File: config.mk
export PLATFORM = sky130hd
export DESIGN_NAME = alu_bit_serial_sequencer
export DESIGN_NICKNAME = d
export VERILOG_FILES = /design/src/rtl/alu_bit_serial_sequencer.sv
export SDC_FILE = /design/constraint.sdc
export NUM_CORES = 1
export LEC_CHECK = 0
export ABC_AREA = 1
export CORE_MARGIN = 2
export CORE_UTILIZATION = 50
export CTS_CLUSTER_SIZE = 8
export DETAILED_ROUTE_END_ITERATION = 7
export GPL_ROUTABILITY_DRIVEN = 0
export PLACE_DENSITY = 0.88
export SYNTH_ARGS = -nofsm -noshare
export SYNTH_HDL_FRONTEND = slang
export SYNTH_SLANG_ARGS = --single-unit
File: constraint.sdc
create_clock -name Clock -period 1.47 [get_ports Clock]
set_input_delay 0.294 -clock Clock [delete_from_list [all_inputs] [get_ports Clock]]
set_output_delay 0.294 -clock Clock [all_outputs]
set_load 0.01 [all_outputs]
File: src/rtl/alu_bit_serial_sequencer.sv
// Bit-serial sequencer: walks a 1-bit ALU slice LSB to MSB, one bit per clock,
// and assembles the WIDTH-bit result with carry, zero and overflow flags.
module alu_bit_serial_sequencer #(
    parameter int WIDTH = 16
) (
    input  logic             Clock,
    input  logic             Reset,
    input  logic             Start,
    input  logic [WIDTH-1:0] OpA,
    input  logic [WIDTH-1:0] OpB,
    input  logic [1:0]       ALUOp,
    input  logic             Sub,
    output logic             SliceA,
    output logic             SliceB,
    output logic             SliceCIN,
    output logic             SliceBInvert,
    output logic [1:0]       SliceOperation,
    input  logic             SliceResult,
    input  logic             SliceCOUT,
    output logic             Busy,
    output logic             Done,
    output logic [WIDTH-1:0] Result,
    output logic             CarryOut,
    output logic             Zero,
    output logic             Overflow,
    output logic [1:0]       DbgState
);

    localparam int IDX_W = (WIDTH > 1) ? $clog2(WIDTH) : 1;
    localparam logic [IDX_W-1:0] LAST_IDX = IDX_W'(WIDTH - 1);
    localparam logic [1:0] OP_ADD = 2'b10;

    typedef enum logic [1:0] {
        S_IDLE = 2'd0,
        S_RUN  = 2'd1,
        S_DONE = 2'd2
    } state_t;

    // Handshake: Start is sampled at a rising edge only in IDLE or DONE; an
    // accepted Start yields Busy for WIDTH cycles, then a one-cycle Done.
    state_t            state_q,    state_d;
    logic [WIDTH-1:0]  op_a_q,     op_a_d;
    logic [WIDTH-1:0]  op_b_q,     op_b_d;
    logic [1:0]        alu_op_q,   alu_op_d;
    logic              sub_q,      sub_d;
    logic [IDX_W-1:0]  idx_q,      idx_d;
    logic              carry_q,    carry_d;
    logic [WIDTH-1:0]  res_q,      res_d;
    logic              msb_cin_q,  msb_cin_d;
    logic              cout_q,     cout_d;
    logic              is_add_q,   is_add_d;
    logic              busy_q,     busy_d;
    logic              done_q,     done_d;

    always_comb begin
        state_d   = state_q;
        op_a_d    = op_a_q;
        op_b_d    = op_b_q;
        alu_op_d  = alu_op_q;
        sub_d     = sub_q;
        idx_d     = idx_q;
        carry_d   = carry_q;
        res_d     = res_q;
        msb_cin_d = msb_cin_q;
        cout_d    = cout_q;
        is_add_d  = is_add_q;

        case (state_q)
            S_RUN: begin
                res_d[idx_q] = SliceResult;
                carry_d      = SliceCOUT;
                idx_d        = idx_q + 1'b1;
                if (idx_q == LAST_IDX) begin
                    // Flags are only meaningful for ADD; is_add_q masks them.
                    msb_cin_d = carry_q;
                    cout_d    = SliceCOUT;
                    is_add_d  = (alu_op_q == OP_ADD);
                    idx_d     = '0;
                    state_d   = S_DONE;
                end
            end
            S_IDLE, S_DONE: begin
                if (Start) begin
                    op_a_d    = OpA;
                    op_b_d    = OpB;
                    alu_op_d  = ALUOp;
                    sub_d     = Sub;
                    idx_d     = '0;
                    carry_d   = Sub;
                    res_d     = '0;
                    msb_cin_d = 1'b0;
                    cout_d    = 1'b0;
                    is_add_d  = 1'b0;
                    state_d   = S_RUN;
                end else begin
                    state_d = S_IDLE;
                end
            end
            default: state_d = S_IDLE;
        endcase

        busy_d = (state_d == S_RUN);
        done_d = (state_d == S_DONE);
    end

    always_ff @(posedge Clock) begin
        if (!Reset) begin
            state_q   <= S_IDLE;
            op_a_q    <= '0;
            op_b_q    <= '0;
            alu_op_q  <= '0;
            sub_q     <= 1'b0;
            idx_q     <= '0;
            carry_q   <= 1'b0;
            res_q     <= '0;
            msb_cin_q <= 1'b0;
            cout_q    <= 1'b0;
            is_add_q  <= 1'b0;
            busy_q    <= 1'b0;
            done_q    <= 1'b0;
        end else begin
            state_q   <= state_d;
            op_a_q    <= op_a_d;
            op_b_q    <= op_b_d;
            alu_op_q  <= alu_op_d;
            sub_q     <= sub_d;
            idx_q     <= idx_d;
            carry_q   <= carry_d;
            res_q     <= res_d;
            msb_cin_q <= msb_cin_d;
            cout_q    <= cout_d;
            is_add_q  <= is_add_d;
            busy_q    <= busy_d;
            done_q    <= done_d;
        end
    end

    // The slice sees the registered carry only; its COUT never loops back combinationally.
    always_comb begin
        SliceA         = 1'b0;
        SliceB         = 1'b0;
        SliceCIN       = 1'b0;
        SliceBInvert   = 1'b0;
        SliceOperation = 2'b00;
        if (state_q == S_RUN) begin
            SliceA         = op_a_q[idx_q];
            SliceB         = op_b_q[idx_q];
            SliceCIN       = carry_q;
            SliceBInvert   = sub_q;
            SliceOperation = alu_op_q;
        end
    end

    assign Busy     = busy_q;
    assign Done     = done_q;
    assign Result   = res_q;
    assign Zero     = ~|res_q;
    assign CarryOut = is_add_q & cout_q;
    assign Overflow = is_add_q & (msb_cin_q ^ cout_q);
    assign DbgState = state_q;

endmodule

# == Yosys cells after proc, flatten, opt, wreduce, memory -nomap -nowiden ==
# Cells that the tools add are included.
# op_classes
n_bitwise,3
n_reduce_logical,9
addsub,1
n_eq_ne,8
mux,29
order_cmp,2
# ops
cell,n
case mux 16 bit (2 select lines),1
bitwise mux 16 bit,1
2-to-1 mux 16 bit,1
OR reduction 16 bit,1
2-to-1 mux 1 bit,13
binary-select mux 1 bit (select 4 bit),2
2-to-1 mux 4 bit,2
case mux 1 bit (2 select lines),4
case mux 4 bit (2 select lines),1
== test 2 bit (second input constant),3
less-than comparator 4 x 5 -> 1 bit (second input constant),1
adder 4 x 1 -> 4 bit (second input constant),1
demux 1 bit (select 4 bit),1
== test 2 x 1 -> 1 bit (second input constant),2
== test 4 bit (second input constant),1
greater-or-equal comparator 4 x 1 -> 1 bit (second input constant),1
2-to-1 mux 2 bit,2
inequality test 2 bit (second input constant),2
case mux 2 bit (2 select lines),1
AND reduction 2 bit,2
AND reduction 3 bit,1
AND 1 bit,2
logical NOT 2 bit,1
nonzero test 2 bit,1
other kinds (4),4
# word_totals
wordCells,65
reg_bits,63
out_inout_bits,29

# == Depth between registers and ports, before layout ==
# depth
word_depth,6
depth_mapped,10
depth_no_buf,9

# == Worst setup path after synthesis ==
# OpenSTA, ideal clock, no wires.
# synth_path
path_type,register to output
startpoint,reg idx_q[0]
endpoint,out SliceB
setup_slack_ns,0.070
path_buffers,2
t_arrival_ns,1.106
stages_incl_launch_ff,11
t_required_ns,1.176
path_cell_list,dfxtp_1 > buf_6 > inv_4 > buf_6 > nand2_1 > nand3_1 > nand2_1 > nand2_1 > nand2_1 > nor2_1 > nor2_1
# synth_between
elab_chain_len,3
# synth_rtl
item,line_no,source
"start, declared",46,"logic [IDX_W-1:0] idx_q, idx_d;"
"start signal, assigned",127,idx_q <= idx_d;
binary-select mux 1 bit (select 4 bit),147,SliceB = op_b_q[idx_q];
2-to-1 mux 1 bit (implied by the code),147,
2-to-1 mux 1 bit,145,if (state_q == S_RUN) begin
"end, declared",14,"output logic SliceB,"
# No other way between the ends. The select of a mux whose other input is x is not followed.

# == Worst setup path after layout ==
# Ends and elaborated chain as after synthesis.

==> flow_metrics.env <==
export IMPL_htreeDepth=3
export IMPL_seq_area_frac_synth=0.427
export IMPL_synth_commonest_cells="nand2_1 (73), dfxtp_1 (63), inv_1 (61)"
export IMPL_insertedDiodeCount=0
export IMPL_critical_path_class="reg2out"
export IMPL_ys_top_cells_by_area="dfxtp_1 (43%), a21oi_1 (9.5%), nand2_1 (9.3%), o21ai_0 (8.3%), inv_1 (7.8%)"
export IMPL_ant_nets=0
export IMPL_worstPathCellList="buf_6, nand2_1, nand3_1, nand2_1, nand2_1, nand2_1, nor2_1, nor2_1, buf_2"
export IMPL_rows=27
export IMPL_synth_async_sr_flop_share=0
export IMPL_yosysUniqueCellTypes=29
export IMPL_cp_top_family="simple AND/OR/NAND/NOR gates"
export IMPL_core_area_mm2=0.00561
export IMPL_synth_fp_nets=464
export IMPL_gr_max_usage_layer="met2"
export IMPL_area_delta_synth_final_pct=56.7
export IMPL_die_w_um=80.9
export IMPL_hpwl_mm=5.99
export IMPL_numPortBuffers=68
export IMPL_drc=0
export IMPL_clock_root_buffer="clkbuf_8"
export IMPL_grt_overflow=0
export IMPL_tightest_slew_ns=0.389
export IMPL_cts_tree="done"
export IMPL_regArea_mm2=0.00128
export IMPL_setup_ws_ns=-0.509
export IMPL_syn_area_per_cell_um2=7.03
export IMPL_finalMaxSlewViolations=0
export IMPL_cts_sinks=63
export IMPL_multi_input_area_mm2=0.00153
export IMPL_setup_viol=4
export IMPL_yosys_area_top_type="dfxtp_1"
export IMPL_final_nets=599
export IMPL_irDropWorstVdd_mv=0.783
export IMPL_dieArea_mm2=0.00654
export IMPL_hold_slack_ns=0.476
export IMPL_use_met1=0.370
export IMPL_post_synth_top_count_cell="nand2_1"
export IMPL_finClkSkew_ns=0.00854
export IMPL_clockBufferDepth=2
export IMPL_crit_path_end_kind="output pin"
export IMPL_final_core_util=0.825
export IMPL_critPathArrivalTime_ns=1.69
export IMPL_crit_fanout=5
export IMPL_routed_wl_mm=10.9
export IMPL_yosysTopAreaCellShare=0.427
export IMPL_wl_per_cell_um=17.2
export IMPL_via_per_inst=5.66
export IMPL_dp_slack_ns=-0.379
export IMPL_io_pins=69
export IMPL_synth_edff_count=0
export IMPL_cts_clk_slew_worst_paths_ns=0.07
export IMPL_synth_ff_type="dfxtp_1"
export IMPL_drv_cap=0
export IMPL_crit_path_start_kind="register"
export IMPL_cts_buffers=9
export IMPL_clock_latency_ns=0.36
export IMPL_grt_setup_unrepaired="yes"
export IMPL_syn_inst=420
export IMPL_grt_pass1_wl_mm=15.6
export IMPL_crit_path_top_delay_cell="dfxtp_4"
export IMPL_grt_max_degree=32
export IMPL_cellLeakagePower_nw=2.14
export IMPL_hold_viol=0
export IMPL_syn_area_mm2=0.00295
export IMPL_hold_path_class="reg2reg"
export IMPL_period_share=1.35
export IMPL_status="finished, violations left"
export IMPL_crit_buf_inv=2
export IMPL_max_stage_delay_ns=0.39
export IMPL_drt_pass1_iter_count=5
export IMPL_first_iter_violations=487
export IMPL_fp_dieH_um=80.9
export IMPL_n_fill_cell=336
export IMPL_timing_fmax_ghz=0.505
export IMPL_antenna_found_initial=0
export IMPL_grt_use_total=0.314
export IMPL_initial_core_util=0.527
export IMPL_violations="negative setup slack"
export IMPL_slew_headroom=0.740
export IMPL_vias=3575
export IMPL_drive_gt1_frac=0.318
export IMPL_worstPathRequired_ns=1.18
export IMPL_grt_pass1_vias=3339
export IMPL_p_per_area_mw_per_mm2=929
export IMPL_synth_seq_cells=63
export IMPL_path_common_cell="nand2_1"
export IMPL_r2r_setup_slack_ns=-0.02
export IMPL_grt_use_met3=0.0611
export IMPL_grt_use_met2=0.521
export IMPL_yosysWarnings=0
export IMPL_fin_crit_ns=1.98
layout make-up:
class | instances | area share
well taps | 72 | 0.0195
flip-flops and latches | 63 | 0.276
inverters | 67 | 0.0571
multi-input cells | 268 | 0.330
clock inverters | 4 | 0.00974
repair buffers | 146 | 0.276
clock buffers | 12 | 0.0314
state kept, by name (all words and copies together), names as in the netlist, 2 cells and up:
| register | count |
|---|---|
| Result | 16 |
| op_a_q | 16 |
| op_b_q | 16 |
| idx_q | 4 |
| DbgState | 2 |
| alu_op_q | 2 |
stage by stage:
step | area (µm²) | power, mW | TNS [ns] | std cells
after floorplan | 2950 | 2.27 | 0 | 420
after global placement | 4230 | 2.61 | -1.15 | 614
after detailed placement | 4230 | 2.65 | -2.08 | 614
after CTS | 4510 | 4.16 | -0.794 | 631
after global routing | 4630 | 4.46 | -1.65 | 632
final | 4630 | 4.30 | -1.15 | 632
tightest hold or removal path: cells and delay by family (launching register included):
family / cells / cell delay (ns)
buffers and inverters: 1 / 0.07
DFF: 1 / 0.30
AOI/OAI and AO/OA: 1 / 0.06
routing by layer:
| metal | share of wire | routed length (µm) |
|---|---|---|
| met1 | 0.38 | 4130 |
| met2 | 0.48 | 5170 |
| met3 | 0.086 | 933 |
| met4 | 0.059 | 638 |
| met5 | 0 | 0 |
path summary, 6_finish.rpt:
kind,end,from,depth (start not counted)
max,SliceB,idx_q[0],9
min,sub_q,sub_q,2
max reg2reg,Result[2],idx_q[0],7
min reg2reg,sub_q,sub_q,2
report_power, final:
part	internal [mW]	switching, mW	total (mW)
sequential	1.80	0.0442	1.85
clock	0.822	0.703	1.52
combinational	0.413	0.513	0.926
total	3.04	1.26	4.30
repair_timing:
action / in CTS / in global routing
cloned: 1 / 0
resized for setup: 93 / 45
pin swaps: 16 / 10
hold buffers: 0 / 0
setup buffers: 0 / 1
hold endpoints to repair: 0 / 0
endpoints found under the setup margin: 29 / 23
cells in the final DEF (no fill, tap or decap), types with 6 or more instances in the layout:
master	Yosys	layout
a21oi_1	56	56
buf_12	0	6
buf_2	6	8
buf_4	1	70
clkbuf_8	0	10
clkdlybuf4s50_1	0	39
dfxtp_1	63	55
dfxtp_2	0	6
dlygate4sd2_1	0	20
inv_1	61	60
nand2_1	73	55
nand2_2	4	14
nand2_4	1	9
nand3_1	27	18
nand3_2	0	9
nor2_1	29	20
nor2_2	6	13
o21ai_0	49	44
o21ai_1	4	7
logic make-up (layout without fill, tap and decap cells):
family	count (synthesis)	count (layout)	synth area share
flops	63	63	0.427
simple gates	150	150	0.231
compound gates	113	113	0.194
fa+ha+maj	4	4	0.0169
xor+xnor	1	1	0.00297
buf+inv	89	229	0.128
Note: power is estimated with default switching activity, not from simulation.
